`src/rtl/adder_pkg.sv`:
```
// adder_pkg: shared types and width constants for the dual-adder result
// accumulator.
//   state_t     : batch FSM state (ACCUM collecting results, HOLD presenting one)
//   N_DEF/M_DEF : default lane sum widths, excluding the carry-out bit
//   K_DEF       : default log2 of the number of results per batch
//   acc_w()     : accumulator width for a lane: sum width + carry bit + K
package adder_pkg;

    typedef enum logic {
        ACCUM = 1'b0,
        HOLD  = 1'b1
    } state_t;

    localparam int N_DEF = 16;
    localparam int M_DEF = 8;
    localparam int K_DEF = 2;

    // Adding 2^k values of (base+1) bits needs k extra bits to never wrap.
    function automatic int acc_w(input int base, input int k);
        return base + 1 + k;
    endfunction

endpackage

```
`src/rtl/accum_lane.sv`:
```
// accum_lane: one widened accumulator for a single adder lane.
//   clk    : rising-edge clock
//   rst    : asynchronous active-high reset, zeroes the accumulator
//   add_en : add the zero-extended din this cycle
//   clr    : zero the accumulator this cycle (wins over add_en)
//   din    : W-bit unsigned lane result
//   acc    : W+K-bit running sum
module accum_lane
    import adder_pkg::*;
#(
    parameter int W = N_DEF + 1,
    parameter int K = K_DEF
) (
    input  logic             clk,
    input  logic             rst,
    input  logic             add_en,
    input  logic             clr,
    input  logic [W-1:0]     din,
    output logic [W+K-1:0]   acc
);

    // Running sum register; clear beats add so an aborted or consumed
    // batch never leaks into the next one.
    always_ff @(posedge clk or posedge rst) begin
        if (rst) begin
            acc <= '0;
        end else if (clr) begin
            acc <= '0;
        end else if (add_en) begin
            acc <= acc + {{K{1'b0}}, din};
        end else begin
            acc <= acc;
        end
    end

endmodule

```
`src/rtl/adder_result_accum.sv`:
```
// adder_result_accum: collects 2^K {S, T, overflow} results from the dual
// adder into widened per-lane sums and hands each finished batch downstream.
//   clk, rst             : clock, asynchronous active-high reset
//   in_valid / in_ready  : upstream result handshake
//   S, T, ovf_in         : lane-1 sum (N+1), lane-2 sum (M+1), combined overflow
//   clear                : synchronous batch abort, highest priority
//   acc_s, acc_t         : lane accumulators (N+1+K, M+1+K bits)
//   ovf_sticky           : OR of ovf_in over accepted results of the batch
//   batch_cnt            : results accepted so far in the batch (mod 2^K)
//   out_valid / out_ready: downstream batch handshake
module adder_result_accum
    import adder_pkg::*;
#(
    parameter int N = N_DEF,
    parameter int M = M_DEF,
    parameter int K = K_DEF
) (
    input  logic                      clk,
    input  logic                      rst,
    input  logic                      in_valid,
    output logic                      in_ready,
    input  logic [N:0]                S,
    input  logic [M:0]                T,
    input  logic                      ovf_in,
    input  logic                      clear,
    output logic [acc_w(N, K)-1:0]    acc_s,
    output logic [acc_w(M, K)-1:0]    acc_t,
    output logic                      ovf_sticky,
    output logic [K-1:0]              batch_cnt,
    output logic                      out_valid,
    input  logic                      out_ready
);

    localparam logic [K-1:0] LAST_CNT = {K{1'b1}};

    state_t state;
    logic   accept;
    logic   consume;
    logic   lane_clr;

    // in_ready must drop in the same cycle clear is raised, so it cannot be
    // a pure register; it is the registered state gated by clear.
    assign in_ready = (state == ACCUM) && !clear;
    assign accept   = in_valid && in_ready;
    assign consume  = (state == HOLD) && out_ready;
    assign lane_clr = clear || consume;

    accum_lane #(.W(N + 1), .K(K)) u_lane_s (
        .clk    (clk),
        .rst    (rst),
        .add_en (accept),
        .clr    (lane_clr),
        .din    (S),
        .acc    (acc_s)
    );

    accum_lane #(.W(M + 1), .K(K)) u_lane_t (
        .clk    (clk),
        .rst    (rst),
        .add_en (accept),
        .clr    (lane_clr),
        .din    (T),
        .acc    (acc_t)
    );

    // Batch FSM with counter, sticky overflow and registered out_valid.
    always_ff @(posedge clk or posedge rst) begin
        if (rst) begin
            state      <= ACCUM;
            batch_cnt  <= '0;
            ovf_sticky <= 1'b0;
            out_valid  <= 1'b0;
        end else if (clear) begin
            state      <= ACCUM;
            batch_cnt  <= '0;
            ovf_sticky <= 1'b0;
            out_valid  <= 1'b0;
        end else begin
            case (state)
                ACCUM: begin
                    if (accept) begin
                        // Counter wraps to 0 on the final accept, so HOLD shows 0.
                        batch_cnt  <= batch_cnt + K'(1);
                        ovf_sticky <= ovf_sticky | ovf_in;
                        if (batch_cnt == LAST_CNT) begin
                            state     <= HOLD;
                            out_valid <= 1'b1;
                        end else begin
                            state     <= ACCUM;
                            out_valid <= 1'b0;
                        end
                    end else begin
                        state      <= ACCUM;
                        batch_cnt  <= batch_cnt;
                        ovf_sticky <= ovf_sticky;
                        out_valid  <= 1'b0;
                    end
                end
                HOLD: begin
                    if (out_ready) begin
                        state      <= ACCUM;
                        ovf_sticky <= 1'b0;
                        out_valid  <= 1'b0;
                    end else begin
                        state      <= HOLD;
                        ovf_sticky <= ovf_sticky;
                        out_valid  <= 1'b1;
                    end
                    batch_cnt <= batch_cnt;
                end
                default: begin
                    state      <= ACCUM;
                    batch_cnt  <= '0;
                    ovf_sticky <= 1'b0;
                    out_valid  <= 1'b0;
                end
            endcase
        end
    end

endmodule

```
`config.mk`:
```
export PLATFORM = sky130hd
export DESIGN_NAME = adder_result_accum
export DESIGN_NICKNAME = d
export VERILOG_FILES = /design/src/rtl/adder_pkg.sv /design/src/rtl/accum_lane.sv /design/src/rtl/adder_result_accum.sv
export SDC_FILE = /design/constraint.sdc
export NUM_CORES = 1
export LEC_CHECK = 0
export BUFFER_PORTS_ARGS = -buffer_cell sky130_fd_sc_hd__buf_2
export CAP_MARGIN = 30
export CORE_ASPECT_RATIO = 1.25
export CORE_MARGIN = 2
export CORE_UTILIZATION = 53
export CTS_BUF_LIST = sky130_fd_sc_hd__clkbuf_16
export DETAILED_ROUTE_END_ITERATION = 10
export GPL_ROUTABILITY_DRIVEN = 1
export PLACE_DENSITY = 0.87
export SYNTH_ARGS = -nofsm -noshare
export SYNTH_HDL_FRONTEND = slang
export SYNTH_SLANG_ARGS = --single-unit
```
`constraint.sdc`:
```
create_clock -name clk -period 2.4 [get_ports clk]
set_input_delay 0.24 -clock clk [delete_from_list [all_inputs] [get_ports clk]]
set_output_delay 0.24 -clock clk [all_outputs]
set_load 0.02 [all_outputs]
```
Word level (Yosys, flattened, before mapping)
Index checks and enable logic that the tools add are counted.

word-level totals
  flip-flop bits (word level) = 34
  input port bits = 32
  logic and storage cells = 38
  output and inout bits = 35

cells by class
  add/sub/neg operators = 3
  reduce and logical (&&, ||, !) cells = 8
  equal/unequal tests = 4
  muxes and demuxes = 16
  bitwise gates (word level) = 2

operator list
  operator                                                       number
  19-bit two-way mux                                             2
  11-bit two-way mux                                             2
  19-bit by 17-bit adder with 19-bit output                      1
  11-bit by 9-bit adder with 11-bit output                       1
  1-bit two-way mux                                              7
  2-bit two-way mux                                              3
  3-bit != test, second input constant                           2
  1-bit one-hot mux with 2 select lines                          2
  2-bit AND reduction                                            2
  1-bit logical AND                                              3
  2-bit by 1-bit adder with 2-bit output, second input constant  1
  2-bit == test, second input constant                           1
  2-bit != test, second input constant                           1
  2-bit nonzero test                                             1
  1-bit logical NOT                                              1
  1-bit logical OR                                               1
  1-bit NOT                                                      1
  1-bit OR                                                       1

Logic depth before layout (Yosys ltp)
  word-level depth = 6
  mapped depth = 9
  gate-level depth less buffers = 9

Modules after synthesis
A second synthesis with hierarchy kept.

second synthesis, totals
  cells, all modules = 293
  area, all modules = 2831.5 um^2

modules (own cells, without submodules)
  module                  times used  sequential area each (um^2)  cells an instance  area an instance (um^2)
  accum_lane at u_lane_s  1           475.5                        170                1615.3
  accum_lane at u_lane_t  1           275.3                        101                980.9
  adder_result_accum      1           100.1                        22                 235.2

Least setup slack after synthesis
OpenSTA, ideal clock, no wires.

  kind = register -> register
  start = register u_lane_s.acc[0]
  end = register u_lane_s.acc[16]
  arrival = 2.186 ns
  path buffers = 0
  slack = 0.093 ns
  data required time = 2.279 ns
  setup time = 0.121 ns
  clock period less this slack = 2.307 ns
  stages on the path, launching flop included = 9
  path through = dfrtp_1 > ha_1 > fa_1 > a21o_1 > a221oi_4 > nand4_1 > a311oi_1 > xor2_1 > o21ai_1

on the way
  longest elaborated chain between the ends = 3

ends and longest elaborated chain
  what                                       RTL line          text
  start: declaration                         accum_lane.sv:19  output logic [W+K-1:0] acc
  start signal: assignment                   accum_lane.sv:30  acc <= acc + {{K{1'b0}}, din};
  19-bit by 17-bit adder with 19-bit output  accum_lane.sv:30
  19-bit two-way mux                         accum_lane.sv:29  end else if (add_en) begin
  19-bit two-way mux                         accum_lane.sv:27  end else if (clr) begin

No other way between the ends. The select of a mux whose other input is x is not followed.
A chain may end at the register's enable or synchronous reset.

Worst setup path after layout
Same ends and word-level chain as after synthesis.

==> results.rst <==
.. list-table::
   :header-rows: 1

   * - Metric
     - Value
   * - Syn Nets
     - 355
   * - Crit path buf inv count
     - 0
   * - Max incr delay on CP
     - 0.40 ns
   * - Remaining global-route overflow
     - 0
   * - Fraction of met3 tracks used by global routing
     - 0.0384
   * - Total CTS buffers
     - 5
   * - Buffer depth of the longest clock path
     - 2
   * - Crit. Startpoint
     - u_lane_s.acc[0]
   * - Met2 demand-to-capacity share in global routing
     - 0.438
   * - Largest net degree at the start of global routing
     - 35
   * - R2r startpoint
     - u_lane_s.acc[0]
   * - GRT met1 Usage
     - 0.307
   * - Area growth from synthesis to final layout
     - 21.3%
   * - Endpoint class of the critical path
     - flop
   * - Classification of the worst-slack hold path
     - primary input to async pin
   * - Mux share of post-synthesis cell area
     - 0.0122
   * - Final routed DRC violation total
     - 0
   * - Instance area after placement
     - 2960 sq um
   * - Run status
     - complete, no violations
   * - Total Nets Final
     - 425
   * - Most heavily used metal layer in global routing
     - met2
   * - Maximum level of the CTS H-tree
     - 2
   * - Setup-violating endpoint count in the final report
     - 0
   * - Ports placed on the boundary
     - 67
   * - HPWL Detailed
     - 4660 microns
   * - Max Clk Rate
     - 432 MHz
   * - Dpl ws
     - 0.0379 ns
   * - Final antenna diode count
     - 0
   * - Antenna violations before repair
     - 0
   * - Fin crit period
     - 2.32 ns
   * - Synthesized area per cell
     - 8.74 sq um
   * - Slowest stage cell on the critical path
     - sky130_fd_sc_hd__dfrtp_1
   * - Worst path top cell family by delay
     - compound AO/OA/AOI/OAI gates
   * - Slew Viols, Final
     - 0
   * - Die Y-Extent
     - 81.8 microns
   * - Detail-routed via count per cell
     - 5.79
   * - Final Hold Vio Count
     - 0
   * - First-pass detailed-route iteration total
     - 4
   * - Synth Area in XOR/XNOR
     - 0.0648
   * - Number of port buffers
     - 66
   * - Hold slack final
     - 0.0685 ns
   * - Synthesized instance count
     - 294
   * - Initial Util
     - 0.547
   * - Routability Congestion
     - 0.909
   * - Iter 0 DRT Violations
     - 202
   * - Detail Route Antenna Nets
     - 0
   * - Vias after detailed routing
     - 2460
   * - Data arrival time of the critical path
     - 2.47 ns
   * - Final Routed Wirelength
     - 6260 microns
   * - Setup repair after global routing missed its margin
     - yes
   * - IR Drop Worst-Case VDD
     - 0.405 mV
   * - Row Count
     - 28
   * - CP startpoint kind
     - flop
   * - Portion of the clock cycle consumed by the worst path in the final layout
     - 0.966
   * - Headroom to the max-slew limit
     - 0.694
   * - Final Cell Area
     - 3120 sq um
   * - Width of the die
     - 66.3 microns
   * - Transition time at the pin with the least slew margin
     - 0.456 ns
   * - Final-layout fill cell count
     - 422
   * - Power Dens Cells
     - 707 nW/um^2
   * - Routed WL per cell
     - 14.7 microns
   * - Fraction of the yosys area taken by sequential cells
     - 0.331
   * - Wire length of the first global-routing pass
     - 10400 microns
   * - Largest family of logic cells by synthesized area
     - compound AO/OA/AOI/OAI gates
   * - Summed instance area of the synthesized netlist
     - 2570 sq um
   * - Required time at the worst-slack endpoint
     - 2.56 ns
   * - Reported max-cap violation count
     - 0
   * - TritonCTS clock tree
     - done
   * - Clk root buf
     - sky130_fd_sc_hd__clkbuf_16
   * - Unique cell type count in the Yosys netlist
     - 51
   * - Compound-Gate Fraction of Synth Area
     - 0.232
   * - Flip-flop and latch count after synthesis
     - 34
   * - Die Outline Area
     - 5420 sq um
   * - Fin Setup TNS
     - 0 ns
   * - Share of synthesized cell area in and, or, nand and nor gates
     - 0.179
   * - Adder-Cell Fraction of Synth Area
     - 0.147
   * - Category of the most critical setup path
     - flop to flop
   * - Number of global-route vias before repair
     - 2337
   * - Cts-stage hold buffer count
     - 0
   * - Fraction of layout instances using a drive strength above 1
     - 0.247
   * - Biggest fanout along the worst timing path
     - 4
   * - Setup slack of the critical path after layout
     - 0.0826 ns
   * - Leak Pwr
     - 1.56 nW
   * - Register clock-pin slew on the reported worst setup and hold paths
     - 0.06 ns
   * - Later-pin clock latency in the skew report
     - 0.27 ns
   * - # clock sinks
     - 34
   * - Post-Route Skew
     - 0.00368 ns
   * - Synth Warn #
     - 0
   * - Core region area
     - 4690 sq um
   * - GR Util All Layers
     - 0.245
   * - Cell breakdown of the critical path
     - ha_2 -> fa_2 -> a21o_1 -> a221oi_4 -> nand4_1 -> a311oi_2 -> xor2_1 -> o21ai_1
   * - Leading register cell type out of synthesis
     - sky130_fd_sc_hd__dfrtp_1
   * - Post-synth EDFFs
     - 0
   * - Fraction of synthesis flops using an asynchronous set or reset pin
     - 1.00
cells in the mapped netlist, types with 2 or more instances:
master                     number  area [sq um]
sky130_fd_sc_hd__a211oi_1       3          22.5
sky130_fd_sc_hd__ha_1          27           338
sky130_fd_sc_hd__o21ai_1        6          30.0
sky130_fd_sc_hd__nand3_1        5          25.0
sky130_fd_sc_hd__a32o_1         2          20.0
sky130_fd_sc_hd__buf_4          2          15.0
sky130_fd_sc_hd__a21oi_1       24           120
sky130_fd_sc_hd__fa_1           2          40.0
sky130_fd_sc_hd__and3_1         2          12.5
sky130_fd_sc_hd__o21a_1         4          30.0
sky130_fd_sc_hd__nor2_1        24          90.1
sky130_fd_sc_hd__nor2b_1        7          43.8
sky130_fd_sc_hd__nand4b_1       2          17.5
sky130_fd_sc_hd__nand2b_1       3          18.8
sky130_fd_sc_hd__nand2_1       43           161
sky130_fd_sc_hd__o211ai_1       2          15.0
sky130_fd_sc_hd__a31oi_1        3          18.8
sky130_fd_sc_hd__dfrtp_1       34           851
sky130_fd_sc_hd__o31ai_1        3          22.5
sky130_fd_sc_hd__a21o_1         5          37.5
sky130_fd_sc_hd__mux2i_1        2          20.0
sky130_fd_sc_hd__or3_1          2          12.5
sky130_fd_sc_hd__xor2_1        12           105
sky130_fd_sc_hd__a311oi_1       2          17.5
sky130_fd_sc_hd__or4_1          2          15.0
sky130_fd_sc_hd__o21ai_0       26           130
sky130_fd_sc_hd__inv_1          9          33.8
sky130_fd_sc_hd__xnor2_1        7          61.3
sky130_fd_sc_hd__clkbuf_1       5          18.8
sky130_fd_sc_hd__nand4_1        3          18.8
stage by stage:
step	utilization	std cells	power, W
finish	0.664	425	0.00220
floorplan	-	294	0.00135
detailed placement	0.630	416	0.00158
global placement	0.630	416	0.00156
CTS	0.660	424	0.00220
global route	0.664	425	0.00235
kinds of logic (layout without fill, tap and decap cells):
group,after synthesis,count (layout)
simple gates,99,99
buf+inv,18,89
xor+xnor,19,19
mux,3,3
compound gates,92,92
fa+ha+maj,29,29
flops,34,34
repair_timing:
action,CTS,global route
endpoints found under the hold margin,0,0
resized for setup,0,3
setup buffers,0,1
endpoints found under the setup margin,0,6
cells in the final DEF (no fill, tap or decap), types with 2 or more instances in the layout:
| cell | count |
|---|---|
| sky130_fd_sc_hd__mux2i_1 | 2 |
| sky130_fd_sc_hd__a32o_1 | 2 |
| sky130_fd_sc_hd__o21ai_1 | 6 |
| sky130_fd_sc_hd__or3_1 | 2 |
| sky130_fd_sc_hd__o31ai_1 | 3 |
| sky130_fd_sc_hd__clkbuf_16 | 5 |
| sky130_fd_sc_hd__buf_2 | 66 |
| sky130_fd_sc_hd__ha_1 | 26 |
| sky130_fd_sc_hd__inv_1 | 10 |
| sky130_fd_sc_hd__o211ai_1 | 2 |
| sky130_fd_sc_hd__xor2_1 | 12 |
| sky130_fd_sc_hd__nand3_1 | 5 |
| sky130_fd_sc_hd__nor2_1 | 24 |
| sky130_fd_sc_hd__xnor2_1 | 7 |
| sky130_fd_sc_hd__a31oi_1 | 3 |
| sky130_fd_sc_hd__dfrtp_1 | 34 |
| sky130_fd_sc_hd__or4_1 | 2 |
| sky130_fd_sc_hd__o21a_1 | 4 |
| sky130_fd_sc_hd__nand4b_1 | 2 |
| sky130_fd_sc_hd__nand2b_1 | 3 |
| sky130_fd_sc_hd__nand2_1 | 43 |
| sky130_fd_sc_hd__and3_1 | 2 |
| sky130_fd_sc_hd__buf_4 | 6 |
| sky130_fd_sc_hd__nor2b_1 | 7 |
| sky130_fd_sc_hd__a211oi_1 | 3 |
| sky130_fd_sc_hd__nand4_1 | 3 |
| sky130_fd_sc_hd__a21oi_1 | 24 |
| sky130_fd_sc_hd__o21ai_0 | 26 |
| sky130_fd_sc_hd__a21o_1 | 5 |
state kept, by name, summed over array words and instances, names as in the netlist:
name / cells
u_lane_t.acc: 11
state: 1
batch_cnt: 2
ovf_sticky: 1
u_lane_s.acc: 19
final timing paths:
path / cells past startpoint / to / slack [ns]
worst max-delay path: 8 / u_lane_s.acc[16] / 0.08
worst min-delay path: 3 / ovf_sticky / 0.07
worst max register to register: 8 / u_lane_s.acc[16] / 0.08
worst min register to register: 1 / u_lane_s.acc[17] / 0.49
max in group asynchronous: 3 / u_lane_s.acc[6] / 2.01
min in group clk: 2 / batch_cnt[0] / 0.17
tightest hold or removal path: stages:
cell	delay [ns]
sky130_fd_sc_hd__buf_2	0.09
sky130_fd_sc_hd__inv_1	0.04
sky130_fd_sc_hd__buf_4	0.40
area by class of cell:
class                           instances  area [sq um]  share of cell area
Tap cell                               60          75.1              0.0241
Sequential cell                        34           851               0.273
Inverter                                9          33.8              0.0108
Clock inverter                          3          12.5             0.00402
Clock buffer                            5           125              0.0402
Multi-Input combinational cell        242          1640               0.527
Timing Repair Buffer                   72           375               0.120
layer usage:
metal  part of all wire  routed length, microns  vias to the layer above
li1                   -                       -                     1199
met1               0.42                    2610                     1162
met2               0.51                    3210                       91
met3              0.061                     380                        8
met4             0.0078                      49                        0
met5                  0                       0                        -
report_power, final:
part	switching (W)	internal (W)
Combinational	0.000534	0.000351
Sequential	0.0000622	0.000646
Clock	0.000236	0.000375
Power figures use the tool's default switching activity.
